## config.mk

```make
export PLATFORM = sky130hd
export DESIGN_NAME = countdown_timer
export DESIGN_NICKNAME = d
export VERILOG_FILES = /design/src/rtl/countdown_timer_pkg.sv /design/src/rtl/countdown_timer_tick_gen.sv /design/src/rtl/countdown_timer.sv
export SDC_FILE = /design/constraint.sdc
export NUM_CORES = 1
export LEC_CHECK = 0
export CORE_MARGIN = 2
export CORE_UTILIZATION = 55
export CTS_BUF_LIST = sky130_fd_sc_hd__clkbuf_2 sky130_fd_sc_hd__clkbuf_4 sky130_fd_sc_hd__clkbuf_8
export DETAILED_ROUTE_END_ITERATION = 7
export GPL_ROUTABILITY_DRIVEN = 0
export GPL_TIMING_DRIVEN = 1
export PLACE_DENSITY = 0.79
export SYNTH_ARGS = -nofsm -noshare
export SYNTH_HDL_FRONTEND = slang
export SYNTH_SLANG_ARGS = --single-unit
```

## constraint.sdc

```tcl
create_clock -name clk -period 6.2 [get_ports clk]
set_clock_uncertainty 0.1 [all_clocks]
set_input_delay 0.62 -clock clk [delete_from_list [all_inputs] [get_ports clk]]
set_output_delay 0.62 -clock clk [all_outputs]
set_load 0.02 [all_outputs]
```

## src/rtl/countdown_timer_pkg.sv

```systemverilog
// Shared definitions for the countdown timer: FSM state encoding, the
// maximum loadable duration and a helper that clamps a requested duration.
// No ports; imported by countdown_timer.
package countdown_timer_pkg;

    localparam logic [6:0] MAX_TICKS = 7'd100;

    typedef enum logic [2:0] {
        ST_IDLE    = 3'd0,
        ST_ARMED   = 3'd1,
        ST_RUN     = 3'd2,
        ST_PAUSED  = 3'd3,
        ST_EXPIRED = 3'd4
    } state_e;

    // Durations above MAX_TICKS saturate rather than being rejected.
    function automatic logic [6:0] clamp_ticks(input logic [6:0] v);
        return (v > MAX_TICKS) ? MAX_TICKS : v;
    endfunction

endpackage

```

## src/rtl/countdown_timer_tick_gen.sv

```systemverilog
// Prescaler producing one-cycle tick pulses at TICK_HZ from a CLK_HZ clock.
// Ports: clk, reset (sync, active-high), run (advance), clear (force to 0),
//        tick (high for the cycle the count sits at DIV-1 while running).
module tick_gen #(
    parameter int unsigned CLK_HZ  = 100_000_000,
    parameter int unsigned TICK_HZ = 10
) (
    input  logic clk,
    input  logic reset,
    input  logic run,
    input  logic clear,
    output logic tick
);

    localparam int unsigned DIV  = (CLK_HZ / TICK_HZ > 0) ? CLK_HZ / TICK_HZ : 1;
    localparam int unsigned CW   = (DIV > 1) ? $clog2(DIV) : 1;
    localparam logic [CW-1:0] LAST = CW'(DIV - 1);

    logic [CW-1:0] cnt_q;
    logic [CW-1:0] cnt_d;

    // Gated by run so a count frozen at LAST while paused does not fire.
    assign tick = run && (cnt_q == LAST);

    always_comb begin
        cnt_d = cnt_q;
        if (clear) begin
            cnt_d = '0;
        end else if (run) begin
            cnt_d = (cnt_q == LAST) ? '0 : cnt_q + 1'b1;
        end
    end

    always_ff @(posedge clk) begin
        if (reset) begin
            cnt_q <= '0;
        end else begin
            cnt_q <= cnt_d;
        end
    end

endmodule

```

## src/rtl/countdown_timer.sv

```systemverilog
// Countdown timer: load a duration in ticks, start/pause/resume, pulse on expiry.
// Ports: clk, reset (sync, active-high), load/load_val, start, pause strobes;
//        remaining (ticks left), busy (RUN or PAUSED), expired (one-cycle pulse).
module countdown_timer
    import countdown_timer_pkg::*;
#(
    parameter int unsigned CLK_HZ  = 100_000_000,
    parameter int unsigned TICK_HZ = 10
) (
    input  logic       clk,
    input  logic       reset,
    input  logic       load,
    input  logic [6:0] load_val,
    input  logic       start,
    input  logic       pause,
    output logic [6:0] remaining,
    output logic       busy,
    output logic       expired
);

    state_e     state_q, state_d;
    logic [6:0] rem_q, rem_d;
    logic       exp_q, exp_d;
    logic       tick;
    logic       pre_run;
    logic       pre_clear;

    // Prescaler holds in PAUSED so a resumed countdown keeps its partial tick.
    assign pre_run   = (state_q == ST_RUN);
    assign pre_clear = load || !((state_q == ST_RUN) || (state_q == ST_PAUSED));

    tick_gen #(
        .CLK_HZ (CLK_HZ),
        .TICK_HZ(TICK_HZ)
    ) u_tick_gen (
        .clk  (clk),
        .reset(reset),
        .run  (pre_run),
        .clear(pre_clear),
        .tick (tick)
    );

    // Strobe priority: load, then start, then pause.
    always_comb begin
        state_d = state_q;
        rem_d   = rem_q;
        exp_d   = 1'b0;
        if (load) begin
            state_d = ST_ARMED;
            rem_d   = clamp_ticks(load_val);
        end else begin
            case (state_q)
                ST_ARMED: begin
                    if (start) begin
                        if (rem_q == 7'd0) begin
                            // Zero duration expires immediately, never running.
                            state_d = ST_EXPIRED;
                            exp_d   = 1'b1;
                        end else begin
                            state_d = ST_RUN;
                        end
                    end
                end
                ST_RUN: begin
                    if (tick && (rem_q != 7'd0)) begin
                        rem_d = rem_q - 7'd1;
                        if (rem_q == 7'd1) begin
                            // Final tick wins over a coincident pause.
                            state_d = ST_EXPIRED;
                            exp_d   = 1'b1;
                        end else if (pause) begin
                            state_d = ST_PAUSED;
                        end
                    end else if (pause) begin
                        state_d = ST_PAUSED;
                    end
                end
                ST_PAUSED: begin
                    if (start) begin
                        state_d = ST_RUN;
                    end
                end
                default: begin
                    // IDLE and EXPIRED wait for load or reset.
                    state_d = state_q;
                end
            endcase
        end
    end

    always_ff @(posedge clk) begin
        if (reset) begin
            state_q <= ST_IDLE;
            rem_q   <= 7'd0;
            exp_q   <= 1'b0;
        end else begin
            state_q <= state_d;
            rem_q   <= rem_d;
            exp_q   <= exp_d;
        end
    end

    assign remaining = rem_q;
    assign expired   = exp_q;
    assign busy      = (state_q == ST_RUN) || (state_q == ST_PAUSED);

endmodule

```

==> impl_metrics.ini, run 1 <==
[outcome]
status = finished, final reports clean

[sta]
finalCriticalPeriod_ns = 2.53
slew_headroom_pct = 30.6
tns_ns = 0
hold_violations = 0
period_share_pct = 40.9
clock.fmax_ghz = 0.395
setup_violations = 0
worst_pin_slew_ns = 1.03
slew_viol_final = 0
grt_setup_unrepaired = false

[final_layout]
layout_commonest_cell = dfxtp_1
nFillCells = 274
layout.cells.non_filler = 274
antenna_cells = 0
drive_above_1_share_pct = 8.70
area_growth_pct = 16.6
num-nets-final = 245
multi_input_area_um2 = 1050
final_core_util_pct = 68.1
finish.instance_area_um2 = 2110
regArea_um2 = 701
mostFrequentLayoutCells = dfxtp_1 (35), nor2_1 (34), clkdlybuf4s50_1 (20)

[place]
dpl.cell_count = 266
dpl.hpwl_um = 2650
port_buffers = 20
post_dp_cell_area_um2 = 2040

[min_path]
hold_class = reg2reg

[synth]
syn_area_um2 = 1810
synth_ff_type = dfxtp_1
yosysWarnings = 0
synth_edf_count = 0
yosysSeqAreaShare_pct = 38.6
synth_cell_types = 46
ys_seq_elements = 35
syn_inst = 207
async_reset_ff_share_pct = 0
syn_avg_cell_area_um2 = 8.76
synth.net_count = 223

[drt]
initialDrtViolationCount = 70
drc = 0
via_count = 1521
drtPass1Iterations = 4
wl_per_cell_um = 13.4
avgViaCountPerCell = 5.55
postRouteWirelength_um = 3680
ant_nets = 0

[grt]
grt_max_degree = 22
antenna_found_initial = 0
grt_pass1_wl_um = 6220
overflow = 0
grt_usage_pct = 22.4
grt_pass1_vias = 1444

[critical_path]
r2r_setup_slack_ns = 3.67
timing.critical_path.arrival_ns = 2.69
crit_type = reg2reg
critPathLaunchType = flip-flop
end_kind = flip-flop
worstPathMaxFanout = 10
critPathRequiredTime_ns = 6.36

[floorplanning]
num_rows = 20
start_util_pct = 58.4
die_y_um = 61.4
coreArea_um2 = 3100
io_pins = 21
die_x_um = 61.4
dieArea_um2 = 3770

[clock_tree]
htreeDepth = 2
cts.clk_slew.worst_paths_ns = 0.11
clockBufferDepth = 2
cts.repair.resized = 0
hold_buffers = 0
cts_tree = yes
numClockSinks = 35
insertion_delay_ns = 0.34
clockRootBuffer = clkbuf_4
cts_buffers = 5
cts_setup_buffers = 0

[job]
maxCapViolCount = 0

[power_and_ir_drop]
power.total_mw = 0.427
ir_drop_mv = 0.106
power_density_nw_per_um2 = 202
p_leak_nw = 0.772
==> Yosys cell counts, types with 2 or more instances <==
cell type | count | area share [%]
nand4b_1 | 3 | 1.4
and3_1 | 7 | 2.4
or4_1 | 2 | 0.83
nor2_1 | 34 | 7.0
nor2b_1 | 2 | 0.69
mux2i_1 | 2 | 1.1
xnor2_1 | 7 | 3.4
nand4_1 | 4 | 1.4
nor4_4 | 2 | 2.3
clkbuf_1 | 3 | 0.62
or2_2 | 2 | 0.69
dfxtp_1 | 35 | 39
a21oi_1 | 3 | 0.83
xor2_1 | 19 | 9.2
o21ai_0 | 5 | 1.4
ha_1 | 4 | 2.8
or3_1 | 2 | 0.69
inv_1 | 10 | 2.1
nor3_1 | 2 | 0.55
nor4_1 | 2 | 0.69
or4b_1 | 2 | 1.1
and4_2 | 2 | 1.1
a211oi_1 | 2 | 0.83
and2_1 | 2 | 0.69
nand2b_1 | 3 | 1.0
nand2_1 | 14 | 2.9
a22o_1 | 2 | 0.97
nand3_1 | 12 | 3.3
==> registers in the layout (all words and copies together), names as in the netlist <==
signal and count:
expired 1, remaining 7, state_q 3, u_tick_gen.cnt_q 24
==> report_power, final <==
| group | switching [mW] | total [mW] | internal (mW) |
|---|---|---|---|
| sequential | 0.00558 | 0.234 | 0.229 |
| combinational | 0.0227 | 0.0454 | 0.0228 |
| clock | 0.0759 | 0.147 | 0.0711 |
| total | 0.104 | 0.427 | 0.322 |
==> kinds of logic (layout without fill, tap and decap cells) <==
family | after synthesis | count (layout) | share of synthesized area (%)
and+or+nand+nor | 103 | 103 | 32.7
DFF | 35 | 35 | 38.6
xor gates and xnor gates | 26 | 26 | 12.6
AOI/OAI and AO/OA | 22 | 22 | 8.70
buffers and inverters | 15 | 38 | 3.52
adders and majority gates | 4 | 4 | 2.76
muxes | 2 | 2 | 1.10
==> metrics by stage <==
stage / hold slack (ns) / setup slack (ns)
finish: 0.435 / 3.67
global route: 0.477 / 3.55
CTS: 0.441 / 3.67
detailed placement: 0.413 / 3.71
global placement: 0.386 / 3.73
floorplan: 0.371 / 3.90
==> layer usage <==
layer | part of all wire, % | global-route usage [%]
met5 | 0 | 0
met4 | 1.9 | 10.3
met3 | 2.7 | 4.41
met2 | 46 | 35.6
met1 | 50 | 29.4
==> critical path, stage by stage, from the launching register on <==
cell and delay, ns:
dfxtp_1 0.38, or4_4 0.56, nor4_4 0.42, nand3_4 0.21, or4_1 0.52, a311oi_1 0.27
==> final cells by class <==
type                    count  area share (%)
multi-input cells         157            49.6
flip-flops and latches     35            33.1
repair buffers             20            9.47
clock buffers               8            3.43
well taps                  44            2.60
inverters                  10            1.78
==> path summary, 6_finish.rpt <==
path                                     startpoint                   to  cells past startpoint
worst max-delay path            u_tick_gen.cnt_q[7]         remaining[5]                      5
worst max register to register  u_tick_gen.cnt_q[7]         remaining[5]                      5
worst min-delay path            u_tick_gen.cnt_q[2]  u_tick_gen.cnt_q[2]                      2
worst min register to register  u_tick_gen.cnt_q[2]  u_tick_gen.cnt_q[2]                      2
(Power assumes the default switching activity.)
==> run 2: changes to the inputs <==
--- a/config.mk
+++ b/config.mk
@@ -6,12 +6,12 @@
 export NUM_CORES = 1
 export LEC_CHECK = 0
 export CORE_MARGIN = 2
-export CORE_UTILIZATION = 55
+export CORE_UTILIZATION = 52
 export CTS_BUF_LIST = sky130_fd_sc_hd__clkbuf_2 sky130_fd_sc_hd__clkbuf_4 sky130_fd_sc_hd__clkbuf_8
 export DETAILED_ROUTE_END_ITERATION = 7
 export GPL_ROUTABILITY_DRIVEN = 0
 export GPL_TIMING_DRIVEN = 1
-export PLACE_DENSITY = 0.79
+export PLACE_DENSITY = 0.78
 export SYNTH_ARGS = -nofsm -noshare
 export SYNTH_HDL_FRONTEND = slang
 export SYNTH_SLANG_ARGS = --single-unit
==> constraint.sdc (replaced) <==
create_clock -name clk -period 2.2 [get_ports clk]
set_clock_uncertainty 0.1 [all_clocks]
set_input_delay 0.22 -clock clk [delete_from_list [all_inputs] [get_ports clk]]
set_output_delay 0.22 -clock clk [all_outputs]
set_load 0.02 [all_outputs]
==> run 2 against run 1 <==
Critical path depth unchanged; global-route usage decreased by 1.7 points; final cell count increased by 6.2%; setup slack got worse by 3.6 ns; via count increased by 1.3%; largest cell class unchanged; sequential power increased to 2.8 times the previous value; non-clock buffer count increased by 15; flip-flop and latch count unchanged; cell area increased by 6.0%; sequential share of layout area decreased by 1.8 points; clock power increased to 2.8 times the previous value; wire length increased by 0.60%.
==> impl_metrics.ini, run 2 (same netlist as run 1, synthesis figures left out) <==
[final_layout]
layout_commonest_cell = nor2_1
multi_input_area_um2 = 1060
drive_above_1_share_pct = 15.9
area_growth_pct = 23.6
mostFrequentLayoutCells = nor2_1 (34), dfxtp_1 (33), clkdlybuf4s50_1 (20)
largest_reg_flops = 24
regArea_um2 = 703
antenna_cells = 0
regMostFlops = u_tick_gen.cnt_q
finish.instance_area_um2 = 2240
num-nets-final = 260
nFillCells = 274

[floorplanning]
num_rows = 21
dieArea_um2 = 3970
die_y_um = 63.0
coreArea_um2 = 3340
die_x_um = 63.0
start_util_pct = 54.3
io_pins = 21

[drt]
avgViaCountPerCell = 5.30
initialDrtViolationCount = 126
postRouteWirelength_um = 3700
drtPass1Iterations = 4
ant_nets = 0
via_count = 1541
wl_per_cell_um = 12.7
drc = 0

[sta]
tns_ns = 0
slew_headroom_pct = 72.8
hold_violations = 0
clock.fmax_ghz = 0.468
period_share_pct = 97.2
slew_viol_final = 0
finalCriticalPeriod_ns = 2.14
grt_setup_unrepaired = true
setup_violations = 0
worst_pin_slew_ns = 0.404

[place]
port_buffers = 20
post_dp_cell_area_um2 = 2160
dpl.hpwl_um = 2720

[grt]
grt_max_degree = 22
overflow = 0
antenna_found_initial = 0
grt_pass1_vias = 1558
grt_pass1_wl_um = 6580
grt_usage_pct = 20.7

[outcome]
status = finished, final reports clean

[power_and_ir_drop]
power_density_nw_per_um2 = 539
ir_drop_mv = 0.380
p_leak_nw = 0.854

[critical_path]
critPathRequiredTime_ns = 2.35
timing.critical_path.arrival_ns = 2.29
worstPathMaxFanout = 7
critPathLaunchType = flip-flop
end_kind = flip-flop
crit_type = reg2reg

[job]
maxCapViolCount = 0

[clock_tree]
cts_buffers = 5
numClockSinks = 35
cts.clk_slew.worst_paths_ns = 0.10
clockRootBuffer = clkbuf_4
insertion_delay_ns = 0.34
cts_setup_buffers = 0
clockBufferDepth = 2
htreeDepth = 2
cts_tree = yes

[min_path]
hold_class = in2reg
==> run 2: through the flow <==
stage / total power [mW] / instances / setup slack, ns / hold slack, ns / utilization (%)
2_1_floorplan: 0.746 / 207 / 0.0316 / 0.253 / -
3_3_place_gp: 0.807 / 283 / 0.0937 / 0.388 / 64.8
3_5_place_dp: 0.809 / 283 / 0.0645 / 0.412 / 64.8
4_1_cts: 1.22 / 291 / 0.0353 / 0.383 / 66.9
5_1_grt: 1.26 / 291 / -0.0469 / 0.386 / 67.2
6_report: 1.21 / 291 / 0.0617 / 0.390 / 67.2
==> run 2: final timing paths <==
check	startpoint	endpoint	slack, ns	depth (start not counted)
worst max-delay path	u_tick_gen.cnt_q[17]	remaining[5]	0.06	5
worst min-delay path	load_val[1]	remaining[1]	0.39	2
worst max register to register	u_tick_gen.cnt_q[17]	remaining[5]	0.06	5
worst min register to register	remaining[5]	remaining[5]	0.43	2
==> run 2: worst max-delay path, cell delays in order (launching register included) <==
cell and delay [ns]:
dfxtp_2 0.33, or4b_4 0.54, nor4_4 0.34, nand3_4 0.14, or4_1 0.41, a311oi_1 0.20
==> run 2: power by group <==
| group | switching [mW] | total (mW) | internal [mW] |
|---|---|---|---|
| Sequential | 0.0124 | 0.657 | 0.644 |
| Clock | 0.212 | 0.412 | 0.200 |
| Combinational | 0.0675 | 0.139 | 0.0717 |
==> run 2: per-layer routing <==
layer	GRT usage, %	routed length, um	vias up
li1	-	-	796
met1	25.1	1720	700
met2	33.9	1730	35
met3	5.41	168	10
met4	10.3	80	0
met5	0	0	-
==> run 2: timing repair <==
action,4_1_cts,5_1_grt
hold buffers,0,0
gates resized for setup,0,3
endpoints found under the setup margin,0,12
endpoints found under the hold margin,0,0
==> run 2: area by class of cell <==
type / count / area share (%)
flip-flops and latches: 35 / 31.4
clock buffers: 8 / 3.24
repair buffers: 35 / 14.0
inverters: 10 / 1.68
multi-input cells: 157 / 47.2
well taps: 46 / 2.57
==> run 3: changes to the inputs <==
--- a/config.mk
+++ b/config.mk
@@ -5,6 +5,7 @@
 export SDC_FILE = /design/constraint.sdc
 export NUM_CORES = 1
 export LEC_CHECK = 0
+export CORE_ASPECT_RATIO = 0.9
 export CORE_MARGIN = 2
 export CORE_UTILIZATION = 52
 export CTS_BUF_LIST = sky130_fd_sc_hd__clkbuf_2 sky130_fd_sc_hd__clkbuf_4 sky130_fd_sc_hd__clkbuf_8
==> run 3 against run 2 <==
The run now ends with setup timing left; register-to-register slack lost 0.09 ns; sequential share of layout area shrank 0.19 points; clock power grew 5.3%; wire length shrank 1.0%; final cell count shrank 1.0%; sequential power is essentially flat; setup slack lost 0.089 ns; global-route usage grew 0.37 points; combinational power is essentially flat; maximum frequency shrank 4.0%; critical endpoint unchanged; largest power group unchanged.
==> impl_metrics.ini, run 3 (same netlist as run 1, synthesis figures left out) <==
[place]
port_buffers = 20
dpl.cell_count = 281
dpl.hpwl_um = 2740

[clock_tree]
cts_tree = yes
insertion_delay_ns = 0.29
numClockSinks = 35
clockBufferDepth = 2
cts_buffers = 5
htreeDepth = 2
clockRootBuffer = clkbuf_8
cts.clk_slew.worst_paths_ns = 0.07

[floorplanning]
coreArea_um2 = 3350
die_y_um = 60.0
num_rows = 20
start_util_pct = 54.1
io_pins = 21
die_x_um = 66.2
dieArea_um2 = 3980

[drt]
initialDrtViolationCount = 48
ant_nets = 0
drc = 0
avgViaCountPerCell = 5.34
via_count = 1538
drtPass1Iterations = 5
postRouteWirelength_um = 3660
wl_per_cell_um = 12.7

[final_layout]
drive_above_1_share_pct = 16.4
regMostFlops = u_tick_gen.cnt_q
layout_commonest_cell = nor2_1
num-nets-final = 261
area_growth_pct = 24.6
layout.cells.non_filler = 288
nFillCells = 303
antenna_cells = 0
regArea_um2 = 704
largest_reg_flops = 24
multi_input_area_um2 = 1060
mostFrequentLayoutCells = nor2_1 (34), dfxtp_1 (32), clkdlybuf4s50_1 (20)

[grt]
overflow = 0
grt-busiest-layer = met2
grt_usage_pct = 21.1
grt_max_degree = 22
grt_pass1_wl_um = 6290
met1_usage_pct = 27.7
grt_pass1_vias = 1475
grt_use_met2_pct = 33.7
grt_use_met3_pct = 3.95
antenna_found_initial = 0

[sta]
worst_slack_ns = -0.0275
hold_violations = 0
slew_headroom_pct = 74.7
setup_violations = 1
worst_pin_slew_ns = 0.379
worst_hold_slack_ns = 0.421
period_share_pct = 101
finalCriticalPeriod_ns = 2.23
clock.fmax_ghz = 0.449
slew_viol_final = 0
grt_setup_unrepaired = true

[critical_path]
timing.critical_path.arrival_ns = 2.33
r2r-end = remaining[5]
end_kind = flip-flop
worstPathMaxFanout = 7
r2r_setup_slack_ns = -0.03
critPathLaunchType = flip-flop
crit_type = reg2reg
r2r_start = u_tick_gen.cnt_q[17]
critPathRequiredTime_ns = 2.30
reg2reg_depth = 5

[power_and_ir_drop]
power_density_nw_per_um2 = 545
ir_drop_mv = 0.350
p_leak_nw = 0.858

[min_path]
hold_class = reg2reg
hold_path_depth = 2
hold_path.startpoint = u_tick_gen.cnt_q[18]
min_to = u_tick_gen.cnt_q[18]

[outcome]
violations = setup timing
status = finished with violations

[job]
maxCapViolCount = 0
[run 3: cell type report]
type	instances	area share [%]
Multi-Input combinational cell	157	47.1
Sequential cell	35	31.2
Timing Repair Buffer	36	14.2
Clock buffer	6	3.38
Tap cell	44	2.44
Inverter	10	1.66
[run 3: report_power, final]
group	switching [mW]	internal, mW
sequential	0.0138	0.645
clock	0.211	0.223
combinational	0.0672	0.0709
total	0.292	0.939
[run 3: worst max path at each step]
stage | start | end | slack (ns) | cells after the start
6_report | u_tick_gen.cnt_q[17] | remaining[5] | -0.03 | 5
5_1_grt | u_tick_gen.cnt_q[17] | remaining[5] | -0.1 | 5
4_1_cts | u_tick_gen.cnt_q[7] | remaining[5] | -0.03 | 5
3_5_place_dp | u_tick_gen.cnt_q[18] | remaining[5] | -0.07 | 5
3_3_place_gp | u_tick_gen.cnt_q[18] | remaining[5] | 0.04 | 5
2_1_floorplan | u_tick_gen.cnt_q[17] | remaining[5] | 0.03 | 5
[run 3: what timing repair did]
action	CTS	global route
endpoints found under the hold margin	0	0
setup endpoints to repair	2	10
setup buffers	1	0
resized for setup	2	4
pin swaps	1	2
hold buffers	0	0
[run 3: worst max-delay path, stage by stage (launching register included)]
cell	delay, ns
dfxtp_1	0.31
or4b_4	0.55
nor4_4	0.39
nand3_4	0.15
or4_1	0.43
a311oi_1	0.21
[run 3: layer usage]
| layer | routed length (um) | vias up |
|---|---|---|
| met5 | 0 | - |
| met4 | 62 | 0 |
| met3 | 99 | 6 |
| met2 | 1690 | 15 |
| met1 | 1810 | 723 |
| li1 | - | 794 |
[run 3: metrics by stage]
step | util (%) | worst slack (ns) | power, mW | setup TNS [ns] | instance area (um2)
floorplan | - | 0.0316 | 0.746 | 0 | 1820
global placement | 64.4 | 0.0366 | 0.805 | 0 | 2160
detailed placement | 64.4 | -0.0666 | 0.808 | -0.0666 | 2160
CTS | 66.9 | -0.0313 | 1.24 | -0.0313 | 2240
global route | 67.4 | -0.0957 | 1.29 | -0.210 | 2260
finish | 67.4 | -0.0275 | 1.23 | -0.0275 | 2260
